## src/rtl/uart_tx_engine.sv

```systemverilog
// Serial transmit stage of the APB UART: pops bytes from a FWFT FIFO and sends 8N1-style frames.
// Optional parity bit is compiled in with the UART_TX_PARITY_EN macro.
module uart_tx_engine #(
    parameter int DATA_WIDTH = 8,
    parameter int DIV_WIDTH  = 16
) (
    input  logic                  clk,
    input  logic                  rst_n,
    input  logic                  tx_en,
    input  logic [DIV_WIDTH-1:0]  baud_div,
    input  logic                  parity_odd,
    input  logic                  fifo_empty,
    input  logic [DATA_WIDTH-1:0] fifo_dout,
    output logic                  fifo_rd_en,
    output logic                  txd,
    output logic                  busy
);

    localparam int BIT_W = (DATA_WIDTH > 1) ? $clog2(DATA_WIDTH) : 1;

    typedef enum logic [2:0] {
        S_IDLE   = 3'd0,
        S_START  = 3'd1,
        S_DATA   = 3'd2,
`ifdef UART_TX_PARITY_EN
        S_PARITY = 3'd3,
`endif
        S_STOP   = 3'd4
    } state_t;

    state_t                state, state_n;
    logic [DATA_WIDTH-1:0] shift_q, shift_n;
    logic [DIV_WIDTH-1:0]  period_q, period_n;
    logic [DIV_WIDTH-1:0]  cnt_q, cnt_n;
    logic [BIT_W-1:0]      bit_q, bit_n, bit_inc;
    logic                  txd_q, txd_n;
    logic                  bit_end;
    logic                  pop;
    logic                  last_data;

`ifndef UART_TX_PARITY_EN
    logic unused_parity_odd;
    assign unused_parity_odd = parity_odd;
`endif

    // FIFO handshake: !fifo_empty acts as valid for fifo_dout; fifo_rd_en is the
    // ready/pop strobe and a word transfers on every clk edge where both are high.
    assign bit_end   = (cnt_q == period_q);
    assign last_data = (bit_q == BIT_W'(DATA_WIDTH - 1));
    assign bit_inc   = bit_q + 1'b1;
    assign pop       = rst_n && tx_en && !fifo_empty &&
                       ((state == S_IDLE) || ((state == S_STOP) && bit_end));

    assign fifo_rd_en = pop;
    assign txd        = txd_q;
    assign busy       = (state != S_IDLE);

    always_ff @(posedge clk or negedge rst_n) begin
        if (!rst_n) begin
            state    <= S_IDLE;
            shift_q  <= '0;
            period_q <= '0;
            cnt_q    <= '0;
            bit_q    <= '0;
            txd_q    <= 1'b1;
        end else begin
            state    <= state_n;
            shift_q  <= shift_n;
            period_q <= period_n;
            cnt_q    <= cnt_n;
            bit_q    <= bit_n;
            txd_q    <= txd_n;
        end
    end

    always_comb begin
        state_n  = state;
        shift_n  = shift_q;
        period_n = period_q;
        cnt_n    = cnt_q + 1'b1;
        bit_n    = bit_q;
        txd_n    = txd_q;

        case (state)
            S_IDLE: begin
                cnt_n = '0;
                txd_n = 1'b1;
            end
            S_START: begin
                if (bit_end) begin
                    state_n = S_DATA;
                    cnt_n   = '0;
                    bit_n   = '0;
                    txd_n   = shift_q[0];
                end
            end
            S_DATA: begin
                if (bit_end) begin
                    cnt_n = '0;
                    if (last_data) begin
`ifdef UART_TX_PARITY_EN
                        state_n = S_PARITY;
                        txd_n   = ^shift_q ^ parity_odd;
`else
                        state_n = S_STOP;
                        txd_n   = 1'b1;
`endif
                    end else begin
                        bit_n = bit_inc;
                        txd_n = shift_q[bit_inc];
                    end
                end
            end
`ifdef UART_TX_PARITY_EN
            S_PARITY: begin
                if (bit_end) begin
                    state_n = S_STOP;
                    cnt_n   = '0;
                    txd_n   = 1'b1;
                end
            end
`endif
            S_STOP: begin
                if (bit_end) begin
                    state_n = S_IDLE;
                    cnt_n   = '0;
                    txd_n   = 1'b1;
                end
            end
            default: begin
                state_n = S_IDLE;
                cnt_n   = '0;
                txd_n   = 1'b1;
            end
        endcase

        // A pop overrides everything: it also covers the zero-gap STOP -> START path.
        if (pop) begin
            state_n  = S_START;
            shift_n  = fifo_dout;
            period_n = baud_div;
            cnt_n    = '0;
            txd_n    = 1'b0;
        end
    end

endmodule
```

## config.mk

```make
export PLATFORM = sky130hd
export DESIGN_NAME = uart_tx_engine
export DESIGN_NICKNAME = d
export VERILOG_FILES = /design/src/rtl/uart_tx_engine.sv
export SDC_FILE = /design/constraint.sdc
export NUM_CORES = 1
export LEC_CHECK = 0
export ABC_AREA = 0
export CAP_MARGIN = 10
export CORE_MARGIN = 2
export CORE_UTILIZATION = 48
export DETAILED_ROUTE_END_ITERATION = 8
export PLACE_DENSITY = 0.71
export SETUP_SLACK_MARGIN = 0.5
export SKIP_CTS_REPAIR_TIMING = 1
export SYNTH_ARGS = -nofsm -noshare
export SYNTH_HDL_FRONTEND = slang
export SYNTH_SLANG_ARGS = --single-unit
```

## constraint.sdc

```tcl
create_clock -name clk -period 3.9 [get_ports clk]
set_input_delay 0.78 -clock clk [delete_from_list [all_inputs] [get_ports clk]]
set_output_delay 0.78 -clock clk [all_outputs]
set_load 0.01 [all_outputs]
```

; ---- Word level (Yosys, flattened, before mapping)
; Index checks and enable logic that the tools add are counted.
[totals]
reg_bits = 47
input_bits = 29
output_inout_bits = 3
wordCells = 55
[classes]
addsub = 2
magnitude_cmp = 1
n_eq_ne = 13
n_mux = 20
n_reduce_logical = 13
[ops]
columns = op, n
row1 = 16-bit 2-to-1 mux, 3
row2 = 3-bit 2-to-1 mux, 7
row3 = 16-bit by 1-bit adder with 16-bit output (second input constant), 1
row4 = 16-bit equality test, 1
row5 = 3-bit != test (second input constant), 4
row6 = 3-bit one-hot mux with 4 select lines, 1
row7 = 2-bit != test (second input constant), 4
row8 = 3-bit equality test (second input constant), 2
row9 = 1-bit 2-to-1 mux, 6
row10 = 3-bit one-hot mux with 2 select lines, 1
row11 = 5-bit AND reduction, 1
row12 = 1-bit logical AND, 4
row13 = 3-bit by 4-bit less-than comparator with 1-bit output (second input constant), 1
row14 = 4-bit AND reduction, 1
row15 = 3-bit by 1-bit adder with 3-bit output (second input constant), 1
row16 = 1-bit binary-select mux with 3-bit select, 1
row17 = 3-bit by 1-bit equality test with 1-bit output (second input constant), 1
row18 = 3-bit by 2-bit equality test with 1-bit output (second input constant), 1
row19 = 3-bit zero test, 1
row20 = 1-bit one-hot mux with 3 select lines, 1
row21 = 3-bit AND reduction, 1
row22 = 3-bit nonzero test, 1
row23 = 3-bit OR reduction, 1
row24 = 2-bit nonzero test, 1
row25 = other kinds (2), 2

; ---- Depth between registers and ports, before layout
[logic_depth]
word_depth = 7
mapped_depth = 7
depth_no_buf = 7

; ---- Least setup slack after synthesis
; Ideal clock, no wire load.
[synth_path]
kind = input to output
from = in fifo_empty
to = out fifo_rd_en
t_arrival_ps = 1822
t_required_ps = 3120
setup_slack_ps = 1298
path_stages = 5
path_buffers = 2
path_cell_list = or4_1 a21o_1 buf_6 buf_12 inv_1
[synth_between]
elab_chain_len = 3
[synth_rtl]
columns = item, line_no
row1 = "start, declared", 12  ; input logic fifo_empty,
row2 = 1-bit zero test, 51  ; assign pop = rst_n && tx_en && !fifo_empty &&
row3 = 1-bit logical AND (2 in a row), 51
row4 = "end, declared", 14  ; output logic fifo_rd_en,
; No other way between the ends.

; ---- Worst setup path after layout
[layout_path]
from = in tx_en
to = out fifo_rd_en
[layout_between]
elab_chain_len = 3
[layout_rtl]
columns = item, line_no
row1 = "start, declared", 9  ; input logic tx_en,
row2 = 1-bit logical AND (3 in a row), 51
; No other way between the ends.

==> results.md <==
- 254 — number of nets in the finished design
- 186 — post-synthesis cell count
- 0 — number of synthesized flops with an enable pin
- 0 — Final Max Tran Viols
- 530 ps — maximum single-stage delay on the critical path
- sky130_fd_sc_hd__dfrtp_1 — leading register cell type out of synthesis
- 5.36 ps — clock tree skew after final layout
- 1,445 — number of global-route vias before repair
- 0 — total setup violations reported at the end of the flow
- primary input to output pin — classification of the worst setup path
- 47 — #FFs+latches synth
- 6920 um — global-route wire length before repair
- clkdlybuf4s50_1 -> nand2_1 -> or4_1 -> a21o_1 -> inv_1 -> clkdlybuf4s50_1 — chain of cells forming the critical path
- sky130_fd_sc_hd__clkdlybuf4s50_1 — slowest stage cell, crit path
- sky130_fd_sc_hd__dfrtp_1 48%, sky130_fd_sc_hd__mux2_4 11%, sky130_fd_sc_hd__xor2_1 9.2%, sky130_fd_sc_hd__mux2_2 3.3%, sky130_fd_sc_hd__nor2_1 2.8% — cell types with the largest area share after synthesis
- 0 — Hold Fails Final Rpt
- no — unrepaired setup endpoints after global routing
- 2530 ps — data arrival time of the worst path
- 2 — H-tree levels
- 46 x sky130_fd_sc_hd__dfrtp_1, 25 x sky130_fd_sc_hd__xor2_1, 18 x sky130_fd_sc_hd__mux2_4, 18 x sky130_fd_sc_hd__nor2_1, 10 x sky130_fd_sc_hd__nand2_1 — Post-synth top cells
- 59.2% — final core area utilization
- 0 — total of max-cap violations
- 2890 um — HPWL after detailed placement
- 32 — IO Count
- 74.4 um — die span in x
- 0 — number of antenna violations at the first check in global routing
- output pin — endpoint type of the worst setup path
- 0.00238 mm2 — Syn Std Cell Area
- 1.37 nW — static leakage power
- primary input — startpoint types
- 0.327 mV — largest voltage drop on the vdd net
- 0 — diodes inserted
- 22.4% — share of post-route cells with drive strength above 1
- sky130_fd_sc_hd__dfrtp_1 — area leader, netlist
- 49.6% — sequential area share after synthesis
- 0.00475 mm2 — standard cell core area
- sky130_fd_sc_hd__clkbuf_8 — clock root buffer
- 4050 um — final WL
- 0 — residual overflow from global routing
- 14.0 um — routed wirelength normalized by instance count
- 4 — iteration count of the initial detailed-routing pass
- 50.0% — initial standard-cell utilization of the core
- 12.8 um2 — average footprint of a synthesized cell
- 3310 ps — Tmin final
- 30 — IO Port Bufs
- 0 — Syn. warnings
- 80 ps — Clk pin slew, worst setup/hold paths
- 218 — number of nets produced by synthesis
- 40 — Netlist cell types
- 0 — Final ANT Viol Nets
- 1,466 — total vias in the final route
- 100% — async set or reset register ratio after synthesis
- 300 ps — clock network latency to the later pin of the worst-skew pair
- 47 — sink count of the clock tree
- 16.9% — GRT Util Overall
- 3 — worst-path fanout max
- sky130_fd_sc_hd__dfrtp_1 — dominant cell by count in the synthesized netlist
- 25 — Cell Rows
- 2 — clock buffer depth
- 0.302 GHz — Fmax achieved
- finished clean — status
- 5.06 — detail-routed via count per cell
- 83 — Iter 0 DRT Violations
- 61.7% — headroom to the max-slew limit
- flip-flop to flip-flop — type of the worst min-delay path
- 0.835 — last weighted congestion value of the routability-driven placer
- 5 — TritonCTS buffer count
- 0 — number of remaining DRC errors
- 18.5% — synthesis-to-layout area growth
- 3120 ps — required time worst endpoint
- 0 ps — setup total negative slack
- 48.4% — Synth top area share
- done — TritonCTS clock tree
- 74.4 um — height of the die
- 0.00553 mm2 — total die area
- 578 mW/mm2 — power per unit of standard cell area
- 48 — maximum number of pins on one net before global-route repair
- 84.9% — part of the cycle the worst path needs
- sky130_fd_sc_hd__clkdlybuf4s50_1 — crit-path most repeated cell
- 575 ps — transition time at the pin with the least slew margin
==> cells by family (layout without fill, tap and decap cells) <==
| kind of cell | Yosys count | in the layout | synth area share (%) |
|---|---|---|---|
| simple gates | 59 | 59 | 14.3 |
| flops | 47 | 47 | 49.6 |
| xor+xnor | 31 | 31 | 11.4 |
| mux | 28 | 28 | 17.0 |
| compound gates | 10 | 10 | 3.21 |
| buf+inv | 8 | 45 | 2.95 |
| fa+ha+maj | 3 | 3 | 1.58 |
==> registers in the layout, summed over array words and instances (netlist names) <==
register / count
shift_q: 8
period_q: 16
state: 3
cnt_q: 16
txd: 1
bit_q: 3
==> area by class of cell <==
cell class	instances	area [um2]
multi-input cells	131	1130
repair buffers	35	333
well taps	67	83.8
fillers	415	1940
clock inverters	2	12.5
clock buffers	6	72.6
flip-flops and latches	47	1180
inverters	2	7.51
==> critical path, delay by kind of cell <==
kind	cells	cell delay, ps
compound gates	1	200
buf+inv	3	1040
simple gates	2	500
==> through the flow <==
step | setup WS (ps) | std cells | hold slack (ps) | cell area [um2] | total power, W
global route | 511 | 290 | 521 | 2820 | 0.00174
CTS | 582 | 287 | 518 | 2790 | 0.00164
global placement | 599 | 279 | 485 | 2710 | 0.00133
finish | 590 | 290 | 513 | 2820 | 0.00163
floorplan | 1300 | 186 | 465 | 2380 | 0.00120
detailed placement | 594 | 279 | 495 | 2710 | 0.00135
==> power breakdown <==
group          internal, W  total [W]  switching [W]
Sequential        0.000662   0.000813       0.000151
Clock             0.000125   0.000289       0.000164
Combinational     0.000329   0.000524       0.000195
==> final timing paths <==
path,depth (start not counted),startpoint,slack [ps],end
min in group asynchronous,2,rst_n,590,period_q[10]$_DFFE_PN0N_
worst max-delay path,6,tx_en,590,fifo_rd_en
worst min register to register,1,cnt_q[0]$_DFF_PN0_,510,cnt_q[0]$_DFF_PN0_
max in group asynchronous,2,rst_n,2920,shift_q[4]$_DFFE_PN0N_
worst max register to register,6,cnt_q[4]$_DFF_PN0_,1710,period_q[7]$_DFFE_PN0N_
worst min-delay path,1,cnt_q[0]$_DFF_PN0_,510,cnt_q[0]$_DFF_PN0_
==> cell usage in the layout, fill, tap and decap left out, drive strengths merged, types with 2 or more instances in the layout <==
cell type,count
mux4,2
dfrtp,46
nand4,6
and3,2
ha,3
or3,2
nor4,4
and2,2
inv,2
nor2,18
and4,3
clkbuf,6
buf,6
nand2,10
nand3,5
xnor2,6
a22o,2
nor3,2
mux2,25
clkdlybuf4s50,29
xor2,25
==> metal layers <==
metal / up-vias / global-route usage (%) / wire, um
met3: 6 / 4.07 / 139
met4: 0 / 7.14 / 64
met1: 708 / 24.5 / 2040
met2: 25 / 24.4 / 1810
met5: - / 0 / 0
li1: 727 / - / -
Power figures use the tool's default switching activity.
